[config.mk]
export PLATFORM = sky130hd
export DESIGN_NAME = trail_access_scheduler_flat
export DESIGN_NICKNAME = d
export VERILOG_FILES = /design/src/rtl/trail_access_scheduler_if.sv /design/src/rtl/trail_access_scheduler.sv /design/src/flat_wrapper.sv
export SDC_FILE = /design/constraint.sdc
export NUM_CORES = 1
export LEC_CHECK = 0
export ABC_AREA = 1
export CORE_MARGIN = 2
export CORE_UTILIZATION = 30
export DETAILED_ROUTE_END_ITERATION = 7
export DONT_BUFFER_PORTS = 1
export PLACE_DENSITY = 0.54
export SETUP_SLACK_MARGIN = 0.05
export SLEW_MARGIN = 20
export SYNTH_ARGS = -nofsm -noshare
export SYNTH_HDL_FRONTEND = slang
export SYNTH_SLANG_ARGS = --single-unit
[constraint.sdc]
create_clock -name clk -period 9.7 [get_ports clk]
set_input_delay 1.455 -clock clk [delete_from_list [all_inputs] [get_ports clk]]
set_output_delay 1.455 -clock clk [all_outputs]
set_load 0.005 [all_outputs]
[src/rtl/trail_access_scheduler_if.sv]
// rtl/trail_access_scheduler_if.sv - push/backtrack bus between producers, scheduler and trail manager
//
// Purpose: bundles every signal of trail_access_scheduler except clk/reset.
//   master modport : the surroundings (push producers, backtrack requester, trail manager)
//   slave  modport : trail_access_scheduler itself
// Signal summary:
//   req_valid/req_ready/req_var/req_value/req_is_decision/req_reason : NUM_REQ push requesters
//   bt_req/bt_level/bt_ack                                          : backtrack request handshake
//   tm_push*/tm_backtrack_en/tm_backtrack_to_level                  : commands to the trail manager
//   tm_backtrack_done/tm_height                                     : status from the trail manager
//   level/busy/overflow                                             : scheduler status
// Optional: TRAIL_SCHED_STATS_EN adds stat_pushes, stat_backtracks, stat_stall_cycles.
interface trail_access_scheduler_if #(
  parameter int NUM_REQ = 3
);
  logic [NUM_REQ-1:0]    req_valid;
  logic [NUM_REQ-1:0]    req_ready;
  logic [NUM_REQ*32-1:0] req_var;
  logic [NUM_REQ-1:0]    req_value;
  logic [NUM_REQ-1:0]    req_is_decision;
  logic [NUM_REQ*16-1:0] req_reason;

  logic                  bt_req;
  logic [15:0]           bt_level;
  logic                  bt_ack;

  logic                  tm_push;
  logic [31:0]           tm_push_var;
  logic                  tm_push_value;
  logic [15:0]           tm_push_level;
  logic                  tm_push_is_decision;
  logic [15:0]           tm_push_reason;
  logic                  tm_backtrack_en;
  logic [15:0]           tm_backtrack_to_level;
  logic                  tm_backtrack_done;
  logic [15:0]           tm_height;

  logic [15:0]           level;
  logic                  busy;
  logic                  overflow;

`ifdef TRAIL_SCHED_STATS_EN
  logic [31:0]           stat_pushes;
  logic [31:0]           stat_backtracks;
  logic [31:0]           stat_stall_cycles;
`endif

  modport master (
    output req_valid, req_var, req_value, req_is_decision, req_reason,
    output bt_req, bt_level,
    output tm_backtrack_done, tm_height,
    input  req_ready, bt_ack,
    input  tm_push, tm_push_var, tm_push_value, tm_push_level, tm_push_is_decision, tm_push_reason,
    input  tm_backtrack_en, tm_backtrack_to_level,
    input  level, busy, overflow
`ifdef TRAIL_SCHED_STATS_EN
    , input stat_pushes, stat_backtracks, stat_stall_cycles
`endif
  );

  modport slave (
    input  req_valid, req_var, req_value, req_is_decision, req_reason,
    input  bt_req, bt_level,
    input  tm_backtrack_done, tm_height,
    output req_ready, bt_ack,
    output tm_push, tm_push_var, tm_push_value, tm_push_level, tm_push_is_decision, tm_push_reason,
    output tm_backtrack_en, tm_backtrack_to_level,
    output level, busy, overflow
`ifdef TRAIL_SCHED_STATS_EN
    , output stat_pushes, stat_backtracks, stat_stall_cycles
`endif
  );
endinterface

[src/rtl/trail_access_scheduler.sv]
// rtl/trail_access_scheduler.sv - round-robin push arbiter and backtrack sequencer for the trail manager
//
// Purpose: sole owner of the trail manager's push and backtrack ports. Grants one
//   assignment push per cycle among NUM_REQ producers (round-robin), tags each push
//   with its decision level, and sequences backtracks (issue, wait for done, settle)
//   while holding all producers off.
// Ports:
//   clk   : clock
//   reset : asynchronous, active-high
//   bus   : trail_access_scheduler_if.slave (requests, backtrack handshake, trail
//           manager command/status, level/busy/overflow status)
// Parameters:
//   NUM_REQ  : number of push requesters; index 0 starts with round-robin priority
//   MAX_VARS : trail capacity, equal to the trail manager's MAX_VARS
// Optional: define TRAIL_SCHED_STATS_EN for saturating push/backtrack/stall counters.
module trail_access_scheduler #(
  parameter int NUM_REQ  = 3,
  parameter int MAX_VARS = 256
) (
  input  logic                     clk,
  input  logic                     reset,
  trail_access_scheduler_if.slave  bus
);

  localparam int IDX_W = (NUM_REQ > 1) ? $clog2(NUM_REQ) : 1;

  typedef enum logic [1:0] {
    ST_RUN       = 2'd0,
    ST_BT_ISSUE  = 2'd1,
    ST_BT_WAIT   = 2'd2,
    ST_BT_SETTLE = 2'd3
  } state_t;

  state_t             r_state;
  state_t             w_state_nxt;

  // r_rr_ptr holds the index with highest priority (one past the last grant)
  logic [IDX_W-1:0]   r_rr_ptr;
  logic [IDX_W-1:0]   w_rr_ptr_nxt;
  logic [15:0]        r_level;
  logic [15:0]        r_bt_target;
  logic               r_overflow;

  logic               r_push;
  logic [31:0]        r_push_var;
  logic               r_push_value;
  logic [15:0]        r_push_level;
  logic               r_push_is_decision;
  logic [15:0]        r_push_reason;

  logic [31:0]        w_occ;
  logic               w_full;
  logic               w_any_valid;

  logic [NUM_REQ-1:0] w_ge_ptr;
  logic [NUM_REQ-1:0] w_valid_hi;
  logic [NUM_REQ-1:0] w_pick_src;
  logic [NUM_REQ-1:0] w_onehot;
  logic [NUM_REQ-1:0] w_grant;
  logic               w_push_fire;

  logic [31:0]        w_sel_var;
  logic               w_sel_value;
  logic               w_sel_is_decision;
  logic [15:0]        w_sel_reason;
  logic [15:0]        w_level_inc;
  logic [15:0]        w_sel_level;

  logic               w_grant_en;
  logic               w_bt_accept;
  logic               w_bt_en;
  logic               w_bt_take;
  logic               w_bt_ack;

  // Occupancy counts the push already registered toward the trail, since the
  // trail's tm_height does not include it yet.
  assign w_occ       = {16'd0, bus.tm_height} + {31'd0, r_push};
  assign w_full      = (w_occ >= 32'(MAX_VARS));
  assign w_any_valid = |bus.req_valid;

  // Round-robin pick: lowest valid index at or above the pointer, else lowest
  // valid index overall (wrap-around). x & -x isolates the lowest set bit.
  always_comb begin
    w_ge_ptr = '0;
    for (int i = 0; i < NUM_REQ; i++) begin
      w_ge_ptr[i] = (i >= int'(r_rr_ptr));
    end
    w_valid_hi = bus.req_valid & w_ge_ptr;
    w_pick_src = (|w_valid_hi) ? w_valid_hi : bus.req_valid;
    w_onehot   = w_pick_src & (~w_pick_src + NUM_REQ'(1));
  end

  always_comb begin
    w_sel_var         = '0;
    w_sel_value       = 1'b0;
    w_sel_is_decision = 1'b0;
    w_sel_reason      = '0;
    w_rr_ptr_nxt      = r_rr_ptr;
    for (int i = 0; i < NUM_REQ; i++) begin
      if (w_onehot[i]) begin
        w_sel_var         = bus.req_var[32*i +: 32];
        w_sel_value       = bus.req_value[i];
        w_sel_is_decision = bus.req_is_decision[i];
        w_sel_reason      = bus.req_reason[16*i +: 16];
        w_rr_ptr_nxt      = (i == NUM_REQ - 1) ? '0 : IDX_W'(i + 1);
      end
    end
  end

  // Decision pushes open a new level; saturate instead of wrapping.
  assign w_level_inc = (r_level == 16'hFFFF) ? r_level : r_level + 16'd1;
  assign w_sel_level = w_sel_is_decision ? w_level_inc : r_level;

  assign w_grant     = w_grant_en ? w_onehot : '0;
  assign w_push_fire = |w_grant;

  // FSM state register
  always_ff @(posedge clk or posedge reset) begin
    if (reset) begin
      r_state <= ST_RUN;
    end else begin
      r_state <= w_state_nxt;
    end
  end

  // FSM next state and control strobes. A pending backtrack request beats any
  // push in RUN; pushes are only granted while the trail has room.
  always_comb begin
    w_state_nxt = r_state;
    w_grant_en  = 1'b0;
    w_bt_accept = 1'b0;
    w_bt_en     = 1'b0;
    w_bt_take   = 1'b0;
    w_bt_ack    = 1'b0;
    case (r_state)
      ST_RUN: begin
        if (bus.bt_req) begin
          w_bt_accept = 1'b1;
          w_state_nxt = ST_BT_ISSUE;
        end else begin
          w_grant_en = !w_full;
        end
      end
      ST_BT_ISSUE: begin
        w_bt_en     = 1'b1;
        w_state_nxt = ST_BT_WAIT;
      end
      ST_BT_WAIT: begin
        if (bus.tm_backtrack_done) begin
          w_bt_take   = 1'b1;
          w_state_nxt = ST_BT_SETTLE;
        end
      end
      ST_BT_SETTLE: begin
        // Quiet cycle: the trail writes its new height back now.
        w_bt_ack    = 1'b1;
        w_state_nxt = ST_RUN;
      end
      default: begin
        w_state_nxt = ST_RUN;
      end
    endcase
  end

  always_ff @(posedge clk or posedge reset) begin
    if (reset) begin
      r_rr_ptr    <= '0;
      r_level     <= '0;
      r_bt_target <= '0;
      r_overflow  <= 1'b0;
    end else begin
      if (w_push_fire) begin
        r_rr_ptr <= w_rr_ptr_nxt;
      end
      if (w_bt_accept) begin
        r_bt_target <= bus.bt_level;
      end
      // A target above the current level is accepted as-is.
      if (w_bt_take) begin
        r_level <= r_bt_target;
      end else if (w_push_fire && w_sel_is_decision) begin
        r_level <= w_level_inc;
      end
      if (w_full && w_any_valid) begin
        r_overflow <= 1'b1;
      end
    end
  end

  always_ff @(posedge clk or posedge reset) begin
    if (reset) begin
      r_push             <= 1'b0;
      r_push_var         <= '0;
      r_push_value       <= 1'b0;
      r_push_level       <= '0;
      r_push_is_decision <= 1'b0;
      r_push_reason      <= '0;
    end else begin
      r_push <= w_push_fire;
      if (w_push_fire) begin
        r_push_var         <= w_sel_var;
        r_push_value       <= w_sel_value;
        r_push_level       <= w_sel_level;
        r_push_is_decision <= w_sel_is_decision;
        r_push_reason      <= w_sel_reason;
      end
    end
  end

  assign bus.req_ready             = w_grant;
  assign bus.bt_ack                = w_bt_ack;
  assign bus.tm_push               = r_push;
  assign bus.tm_push_var           = r_push_var;
  assign bus.tm_push_value         = r_push_value;
  assign bus.tm_push_level         = r_push_level;
  assign bus.tm_push_is_decision   = r_push_is_decision;
  assign bus.tm_push_reason        = r_push_reason;
  assign bus.tm_backtrack_en       = w_bt_en;
  assign bus.tm_backtrack_to_level = r_bt_target;
  assign bus.level                 = r_level;
  assign bus.busy                  = (r_state != ST_RUN);
  assign bus.overflow              = r_overflow;

`ifdef TRAIL_SCHED_STATS_EN
  logic [31:0] r_stat_pushes;
  logic [31:0] r_stat_backtracks;
  logic [31:0] r_stat_stall_cycles;
  logic        w_stall;

  assign w_stall = w_any_valid && !w_push_fire;

  always_ff @(posedge clk or posedge reset) begin
    if (reset) begin
      r_stat_pushes       <= '0;
      r_stat_backtracks   <= '0;
      r_stat_stall_cycles <= '0;
    end else begin
      if (r_push && (r_stat_pushes != '1)) begin
        r_stat_pushes <= r_stat_pushes + 32'd1;
      end
      if (w_bt_ack && (r_stat_backtracks != '1)) begin
        r_stat_backtracks <= r_stat_backtracks + 32'd1;
      end
      if (w_stall && (r_stat_stall_cycles != '1)) begin
        r_stat_stall_cycles <= r_stat_stall_cycles + 32'd1;
      end
    end
  end

  assign bus.stat_pushes       = r_stat_pushes;
  assign bus.stat_backtracks   = r_stat_backtracks;
  assign bus.stat_stall_cycles = r_stat_stall_cycles;
`endif

endmodule

[src/flat_wrapper.sv]
// flat-port wrapper written by rule: the top's interface ports become plain ports
module trail_access_scheduler_flat 
#(
  parameter int NUM_REQ  = 3,
  parameter int MAX_VARS = 256
)
  (clk, reset, bus_req_valid, bus_req_var, bus_req_value, bus_req_is_decision, bus_req_reason, bus_bt_req, bus_bt_level, bus_tm_backtrack_done, bus_tm_height, bus_req_ready, bus_bt_ack, bus_tm_push, bus_tm_push_var, bus_tm_push_value, bus_tm_push_level, bus_tm_push_is_decision, bus_tm_push_reason, bus_tm_backtrack_en, bus_tm_backtrack_to_level, bus_level, bus_busy, bus_overflow);
  trail_access_scheduler_if #(.NUM_REQ(NUM_REQ)) bus_i ();
  input  logic clk;
  input  logic reset;
  input wire logic [$bits(bus_i.req_valid)-1:0] bus_req_valid;
  input wire logic [$bits(bus_i.req_var)-1:0] bus_req_var;
  input wire logic [$bits(bus_i.req_value)-1:0] bus_req_value;
  input wire logic [$bits(bus_i.req_is_decision)-1:0] bus_req_is_decision;
  input wire logic [$bits(bus_i.req_reason)-1:0] bus_req_reason;
  input wire logic [$bits(bus_i.bt_req)-1:0] bus_bt_req;
  input wire logic [$bits(bus_i.bt_level)-1:0] bus_bt_level;
  input wire logic [$bits(bus_i.tm_backtrack_done)-1:0] bus_tm_backtrack_done;
  input wire logic [$bits(bus_i.tm_height)-1:0] bus_tm_height;
  output wire logic [$bits(bus_i.req_ready)-1:0] bus_req_ready;
  output wire logic [$bits(bus_i.bt_ack)-1:0] bus_bt_ack;
  output wire logic [$bits(bus_i.tm_push)-1:0] bus_tm_push;
  output wire logic [$bits(bus_i.tm_push_var)-1:0] bus_tm_push_var;
  output wire logic [$bits(bus_i.tm_push_value)-1:0] bus_tm_push_value;
  output wire logic [$bits(bus_i.tm_push_level)-1:0] bus_tm_push_level;
  output wire logic [$bits(bus_i.tm_push_is_decision)-1:0] bus_tm_push_is_decision;
  output wire logic [$bits(bus_i.tm_push_reason)-1:0] bus_tm_push_reason;
  output wire logic [$bits(bus_i.tm_backtrack_en)-1:0] bus_tm_backtrack_en;
  output wire logic [$bits(bus_i.tm_backtrack_to_level)-1:0] bus_tm_backtrack_to_level;
  output wire logic [$bits(bus_i.level)-1:0] bus_level;
  output wire logic [$bits(bus_i.busy)-1:0] bus_busy;
  output wire logic [$bits(bus_i.overflow)-1:0] bus_overflow;
  assign bus_i.req_valid = bus_req_valid;
  assign bus_i.req_var = bus_req_var;
  assign bus_i.req_value = bus_req_value;
  assign bus_i.req_is_decision = bus_req_is_decision;
  assign bus_i.req_reason = bus_req_reason;
  assign bus_i.bt_req = bus_bt_req;
  assign bus_i.bt_level = bus_bt_level;
  assign bus_i.tm_backtrack_done = bus_tm_backtrack_done;
  assign bus_i.tm_height = bus_tm_height;
  assign bus_req_ready = bus_i.req_ready;
  assign bus_bt_ack = bus_i.bt_ack;
  assign bus_tm_push = bus_i.tm_push;
  assign bus_tm_push_var = bus_i.tm_push_var;
  assign bus_tm_push_value = bus_i.tm_push_value;
  assign bus_tm_push_level = bus_i.tm_push_level;
  assign bus_tm_push_is_decision = bus_i.tm_push_is_decision;
  assign bus_tm_push_reason = bus_i.tm_push_reason;
  assign bus_tm_backtrack_en = bus_i.tm_backtrack_en;
  assign bus_tm_backtrack_to_level = bus_i.tm_backtrack_to_level;
  assign bus_level = bus_i.level;
  assign bus_busy = bus_i.busy;
  assign bus_overflow = bus_i.overflow;
  trail_access_scheduler #(.NUM_REQ(NUM_REQ), .MAX_VARS(MAX_VARS)) u_core (.clk(clk), .reset(reset), .bus(bus_i));
endmodule
==> results of run 1 <==
-- placed cells by master (no fill, tap or decap), drive strengths merged --
| cell | n |
|---|---|
| nor4 | 3 |
| bufinv | 3 |
| a21boi | 3 |
| nor2 | 106 |
| clkinv | 3 |
| nand3 | 49 |
| buf | 4 |
| ha | 8 |
| xor2 | 1 |
| nand4 | 7 |
| a31oi | 2 |
| o21ai | 77 |
| a21oi | 8 |
| a221oi | 49 |
| or2 | 2 |
| dfrtp | 104 |
| nand2 | 224 |
| o22ai | 2 |
| o21bai | 1 |
| inv | 100 |
| o31ai | 1 |
| clkbuf | 10 |
| mux2 | 11 |
| nor3 | 8 |
-- power by group through the flow --
stage	registers [mW]	logic, mW	clock network [mW]
after floorplan	0.586	0.291	0
after global placement	0.627	0.346	0
after detailed placement	0.630	0.352	0
after CTS	0.621	0.353	0.434
after global routing	0.637	0.409	0.452
final	0.619	0.348	0.416
-- cell usage after synthesis --
library cell	instances	area [sq um]
a221oi_1	49	429
buf_4	1	7.51
a21boi_1	1	7.51
nor2_4	2	22.5
clkinv_1	1	3.75
nand3_4	1	17.5
inv_2	2	7.51
buf_2	10	50.1
o21ai_1	44	220
o21ai_0	33	165
nand2_4	1	11.3
clkbuf_1	21	78.8
nand4_4	1	21.3
nor3_1	6	30.0
a21oi_1	8	40.0
or2_2	2	12.5
a21boi_0	2	15.0
xor2_1	1	8.76
o22ai_1	2	12.5
o31ai_1	1	7.51
nor2_1	101	379
nand4_1	6	37.5
nand3_1	48	240
a31oi_1	2	12.5
mux2_2	11	124
buf_1	2	7.51
nor3_2	2	20.0
nor2_2	3	18.8
clkinv_2	1	5.00
dfrtp_1	104	2600
inv_1	97	364
ha_1	8	100
nor4_1	3	18.8
nand2_1	223	837
buf_6	7	78.8
o21bai_1	1	7.51
-- worst register-to-register path, cell delays in order (launching register included) --
cell      delay (ps)
dfrtp_1          370
inv_2             60
a21boi_0         160
nand2_1           90
nand2_2          740
nor2_1           100
a21boi_1         320
nand2_1          630
nand4_4          550
nand2_4          220
nand2_1          110
nand2_1           60
-- cell type report --
cell class / instances / area, sq um
clock buffer: 10 / 229
clock inverter: 5 / 104
sequential: 104 / 2600
timing repair buffer: 4 / 30.0
tap: 265 / 332
inverter: 101 / 383
fill: 2139 / 13100
multi-input combinational: 562 / 2830
-- per-stage QoR --
step	util (%)	hold slack (ps)	setup WS [ps]	total power, mW
5_1_grt	33.2	534	4370	1.50
6_report	33.2	516	4660	1.38
3_5_place_dp	31.5	508	4650	0.982
4_1_cts	33.2	525	4640	1.41
2_1_floorplan	-	465	5320	0.877
3_3_place_gp	31.5	503	4700	0.973
-- layer usage --
metal  wire length, microns  global-route usage [%]  vias up
met5                      0                       0        -
met4                    307                    4.85        0
met3                   1620                    6.05       21
met2                   8310                    26.3      223
met1                   8060                    22.7     2406
li1                       -                       -     2590
-- kinds of logic (layout without fill, tap and decap cells) --
family	count (synthesis)	count (layout)	synth area share, %
flops	104	104	43.2
compound gates	143	143	15.2
buf+inv	142	120	10.0
fa+ha+maj	8	8	1.66
xor+xnor	1	1	0.145
simple gates	399	399	27.7
mux	11	11	2.06
-- worst max path at each step --
stage / end / start / slack (ps) / depth (start not counted)
floorplan: bus_req_ready[2] / bus_tm_height[0] / 5320 / 12
global placement: bus_req_ready[1] / bus_req_valid[0] / 4700 / 6
detailed placement: bus_req_ready[1] / bus_req_valid[0] / 4650 / 6
CTS: bus_req_ready[1] / bus_req_valid[0] / 4640 / 6
finish: bus_req_ready[1] / bus_req_valid[0] / 4660 / 6
global route: bus_req_ready[1] / bus_req_valid[0] / 4370 / 6
-- state kept, by name, summed over array words and instances (netlist names) --
name	flops
u_core.bus.level	16
u_core.bus.overflow	1
u_core.bus.tm_backtrack_to_level	16
u_core.bus.tm_push	1
u_core.bus.tm_push_is_decision	1
u_core.bus.tm_push_level	16
u_core.bus.tm_push_reason	16
u_core.bus.tm_push_value	1
u_core.bus.tm_push_var	32
u_core.r_rr_ptr	2
u_core.r_state	2
==> out/metrics.yaml, run 1 <==
critical_path:
  ff2ff_path_depth: 11
  criticalPathCategory: "input port to output pin"
  r2r-end: "u_core.bus.level[5]$_DFFE_PP0P_"
  timing.rr.start: "u_core.r_rr_ptr[1]$_DFFE_PP0P_"
  crit_chain: "a21boi_0, nand2_1, nand2_2, inv_1, nand2_2, nor2_1"
  worst_path_largest_cell_delay_ps: 760
  arrival_ps: 3580
  critical_path.slowest_cell: "nand2_2"
  critical_path_buf_inv_count: 1
  required_ps: 8250
  cp_top_family: "simple AND/OR/NAND/NOR gates"
  start_kind: "input port"
  critical_path.most_common_cell: "nand2_2"
  critical_path.endpoint_type: "output pin"
  regToRegSetupSlack_ps: 6190
  path_max_fanout: 54
floorplanning:
  die_x_microns: 146
  row_count: 51
  ios: 295
  dieArea_sq_um: 21200
  die_height_microns: 146
  initial_core_util_pct: 30.7
  core_sq_um: 19600
placement:
  hpwlAfterDp_microns: 13900
  post_dp_cell_area_sq_um: 6170
  gp_congestion: 0.815
  dp_cells: 1036
  port_buffers: 0
synth:
  synth.avg_cell_area_sq_um: 7.45
  synth-seq-cells: 104
  synth_fp_nets: 1005
  syn-cell-area_sq_um: 6020
  ys_warn_count: 0
  synth_cells: 808
  yosys.cell_types.count: 36
  synth-seq-area-share_pct: 43.2
sta:
  fin_crit_ps: 5040
  finalClockSkew_ps: 7.12
  finalSetupViolCount: 0
  post-route-period-util_pct: 51.9
  maxSlewViolCount: 0
  maxSlewHeadroom_pct: 31.4
  tightest_slew_ps: 1030
  clock.fmax_ghz: 0.198
  hold_viol: 0
  finalSetupTns_ps: 0
  rsz0062_at_grt: "false"
global_route:
  grt_pass1_wl_microns: 28700
  antenna_found_initial: 0
  grt_pass1_vias: 4905
  grt_usage_pct: 17.1
  overflow: 0
  grt_max_degree: 91
power_and_ir_drop:
  netSwitchingFraction_pct: 35.4
  p_sw_mw: 0.490
  p_per_area_nw_per_um2: 213
  seqPwrFrac_pct: 44.7
  internal_power_mw: 0.893
  vdd_drop_max_v: 0.000102
  cellLeakagePower_nw: 3.18
  p_comb_share_pct: 25.2
  clkPwrFrac_pct: 30.1
route:
  drc_errors: 0
  vias_per_cell: 4.99
  routed_wirelength_microns: 18300
  drt_pre_antenna_iters: 5
  wl_per_cell_microns: 17.4
  antenna_left: 0
  drt_iter0_markers: 308
  num_vias: 5240
layout:
  final_cells: 1051
  areaGrowthSynthToFinish_pct: 8.06
  drive_above_1_share_pct: 5.98
  diodes: 0
  nets: 979
  design_area_sq_um: 6510
clock_network:
  cts_setup_buffers: 0
  htree_levels: 3
  clock_path_buffers: 2
  clk_latency_ps: 350
  holdBufCountCts: 0
  clock-sinks: 104
  root_buffer: "clkbuf_16"
  cts_tree: "yes"
  cts_made_buffers: 9
  path_clk_slew_ps: 60
  cts_resized: 0
run_status:
  status: "complete, no violations"
flow_run:
  drv_cap: 0
worst_hold_path:
  min_from: "u_core.bus.tm_push_is_decision$_DFFE_PP0P_"
  min_path_cells: 2
  min_path_type: "flip-flop to flip-flop"
  whs_endpoint: "u_core.bus.tm_push_is_decision$_DFFE_PP0P_"
Note: power is estimated with default switching activity, not from simulation.
==> inputs of run 2 (changes only) <==
- ABC_AREA: 1 -> 0
- clock period: 9.7 -> 5 ns (I/O delays scaled with it)
==> run 2 against run 1 <==
  * Worst setup slack worse by 3200 ps
  * Flip-flop and latch count unchanged
  * First-iteration DRC count up 15%
  * Sequential share of layout area increased by 4.0 points
  * Non-clock buffer count grew 1
  * Register-to-register slack got worse by 4700 ps
  * Clock power up 91%
  * Combinational power is 38% higher
  * Power is 81% higher
  * Sequential power rose by 99%
  * Synthesized cell count fell by 31%
==> out/metrics.yaml, run 2 <==
floorplanning:
  ios: 295  # unchanged
  core_sq_um: 17400  # -11%
  dieArea_sq_um: 19000  # -10%
  die_x_microns: 138  # -5.3%
  initial_core_util_pct: 30.9  # +0.19 points
  die_height_microns: 138  # -5.3%
  row_count: 48  # -5.9%
layout:
  final_util_pct: 33.9  # +0.73 points
  areaGrowthSynthToFinish_pct: 9.76
  fillCellCount: 1788  # -16%
  design_area_sq_um: 5910  # -9.2%
  largest_reg_flops: 32  # unchanged
  drive_above_1_share_pct: 8.70  # +2.7 points
  layout_commonest_cell: "dfrtp_1"
  final_cell_mix: "dfrtp_1, nand2_1, o21ai_0"
  nets: 732  # -25%
  final_cells: 766  # -27%
clock_network:
  cts_setup_buffers: 0  # unchanged
  cts_made_buffers: 9  # unchanged
  path_clk_slew_ps: 80  # +20 ps
  clk_latency_ps: 360  # about the same
  htree_levels: 3  # unchanged
  clock-sinks: 104  # unchanged
  cts_tree: "yes"
  root_buffer: "clkbuf_16"
  cts_resized: 0  # unchanged
  clock_path_buffers: 2  # unchanged
  holdBufCountCts: 0  # unchanged
critical_path:
  ff2ff_path_depth: 9  # -2
  crit_start: "u_core.bus.tm_push$_DFF_PP0_"
  criticalPathCategory: "flip-flop to output pin"
  arrival_ps: 2830  # -750 ps
  start_kind: "flip-flop"
  timing.rr.start: "u_core.bus.tm_push$_DFF_PP0_"
  r2r-end: "u_core.bus.level[13]$_DFFE_PP0P_"
  critical_path.endpoint_type: "output pin"
  cp-endpoint: "bus_req_ready[1]"
  regToRegSetupSlack_ps: 1500  # -4690 ps
  required_ps: 4250  # -4000 ps
  path_max_fanout: 12  # -78%
synth:
  yosys.cell_types.count: 51  # +42%
  synth_edf_count: 0  # unchanged
  ys_warn_count: 0  # unchanged
  yosysTopAreaCell: "dfrtp_1"
  synth_area_leaders: "dfrtp_1, a222oi_1, o21ai_0"
  synth-seq-area-share_pct: 48.3  # +5.1 points
  async_reset_ff_share_pct: 100  # unchanged
  yosysTopAreaCellShare_pct: 48.3  # +5.1 points
  synth.avg_cell_area_sq_um: 9.60  # +29%
  synth-seq-cells: 104  # unchanged
  syn-cell-area_sq_um: 5390  # -11%
  synth_ff_type: "dfrtp_1"
  synth_fp_nets: 758  # -25%
  synth_cells: 561  # -31%
  netlist_top_cells_count: "dfrtp_1, nand2_1, o21ai_0, a222oi_1, clkbuf_1"
  synth.most_common_cell: "dfrtp_1"
sta:
  hold_viol: 0  # unchanged
  rsz0062_at_grt: "false"
  maxSlewHeadroom_pct: 36.3  # +4.9 points
  fin_hold_ws_ps: 388  # -128 ps
  post-route-period-util_pct: 71.6
  clock.fmax_ghz: 0.279
  fin_crit_ps: 3580
  finalSetupViolCount: 0  # unchanged
  tightest_slew_ps: 955  # -70.3 ps
  finalSetupTns_ps: 0  # unchanged
  maxSlewViolCount: 0  # unchanged
  setup_ws_ps: 1420  # -3240 ps
  finalClockSkew_ps: 11.4  # +4.31 ps
route:
  drt_iter0_markers: 353  # +15%
  num_vias: 4496  # -14%
  drt_pre_antenna_iters: 8  # +3
  routed_wirelength_microns: 16600  # -9.3%
  wl_per_cell_microns: 21.7  # +24%
  drc_errors: 0  # unchanged
  vias_per_cell: 5.87  # +18%
  antenna_left: 0  # unchanged
global_route:
  grt_busiest_layer: "met2"
  use_met1_pct: 18.4  # -4.3 points
  grt_pass1_wl_microns: 23700  # -17%
  overflow: 0  # unchanged
  grt_usage_pct: 16.5  # -0.60 points
  grt_pass1_vias: 4192  # -15%
  grtUsageMet3_pct: 6.36  # +0.31 points
  grt_max_degree: 76  # -16%
  grt_use_met2_pct: 27.9  # +1.6 points
  antenna_found_initial: 1  # +1
power_and_ir_drop:
  p_per_area_nw_per_um2: 424  # +99%
  cellLeakagePower_nw: 2.38  # -25%
  power.total_mw: 2.50  # +81%
  vdd_drop_max_v: 0.000240  # +140%
placement:
  post_dp_cell_area_sq_um: 5540  # -10%
  port_buffers: 0  # unchanged
  hpwlAfterDp_microns: 12300  # -11%
  dp_cells: 748  # -28%
  gp_congestion: 0.847  # +4.0%
  pre_cts_slack_ps: 1150  # -3500 ps
flow_run:
  drv_cap: 0  # unchanged
run_status:
  status: "complete, no violations"
worst_hold_path:
  min_path_type: "input port to asynchronous set/reset pin"
[run 2: logic make-up (layout without fill, tap and decap cells)]
| kind of cell | after synthesis | after routing | synth area share [%] |
|---|---|---|---|
| other | 0 | 1 | 0 |
| buffers and inverters | 55 | 34 | 4.02 |
| AND/OR/NAND/NOR | 188 | 188 | 16.3 |
| XOR/XNOR | 20 | 20 | 3.25 |
| AO/OA/AOI/OAI | 160 | 160 | 21.0 |
| multiplexers | 26 | 26 | 5.23 |
| adder cells (fa/ha/maj) | 8 | 8 | 1.86 |
| flip-flops | 104 | 104 | 48.3 |
[run 2: worst min-delay path by stage]
stage / cells after the start / slack [ps] / end
after global routing: 1 / 450 / u_core.bus.tm_push_var[27]$_DFFE_PP0P_
after floorplan: 1 / 470 / u_core.bus.overflow$_DFFE_PP0P_
after global placement: 2 / 490 / u_core.bus.tm_push_reason[13]$_DFFE_PP0P_
final: 1 / 390 / u_core.bus.tm_push_var[20]$_DFFE_PP0P_
after detailed placement: 2 / 500 / u_core.bus.tm_push_reason[6]$_DFFE_PP0P_
after CTS: 1 / 400 / u_core.bus.tm_push_var[27]$_DFFE_PP0P_
[run 2: area by class of cell]
| type | instances | area [sq um] | area share (%) |
|---|---|---|---|
| flip-flops and latches | 104 | 2600 | 44.0 |
| clock inverters | 5 | 85.1 | 1.44 |
| multi-input cells | 402 | 2580 | 43.6 |
| well taps | 225 | 282 | 4.76 |
| inverters | 13 | 51.3 | 0.868 |
| repair buffers | 5 | 57.6 | 0.974 |
| clock buffers | 11 | 253 | 4.28 |
| diodes | 1 | 2.50 | 0.0423 |
[run 2: metal layers]
layer | wire length [microns] | share of wire (%)
met1 | 6240 | 38
met5 | 0 | 0
met2 | 8340 | 50
met3 | 1570 | 9.4
met4 | 437 | 2.6
[run 2: power by group]
group / switching [mW] / internal (mW)
Clock: 0.325 / 0.470
Sequential: 0.236 / 0.992
Combinational: 0.248 / 0.233
[run 2: critical path: stages (launching register included)]
cell and delay, ps:
dfrtp_1 380, ha_1 200, nand4_2 180, or4_1 540
a211oi_1 250, nand4_1 120, buf_4 210, nor2_1 150
nand2_1 180, nor2_1 250
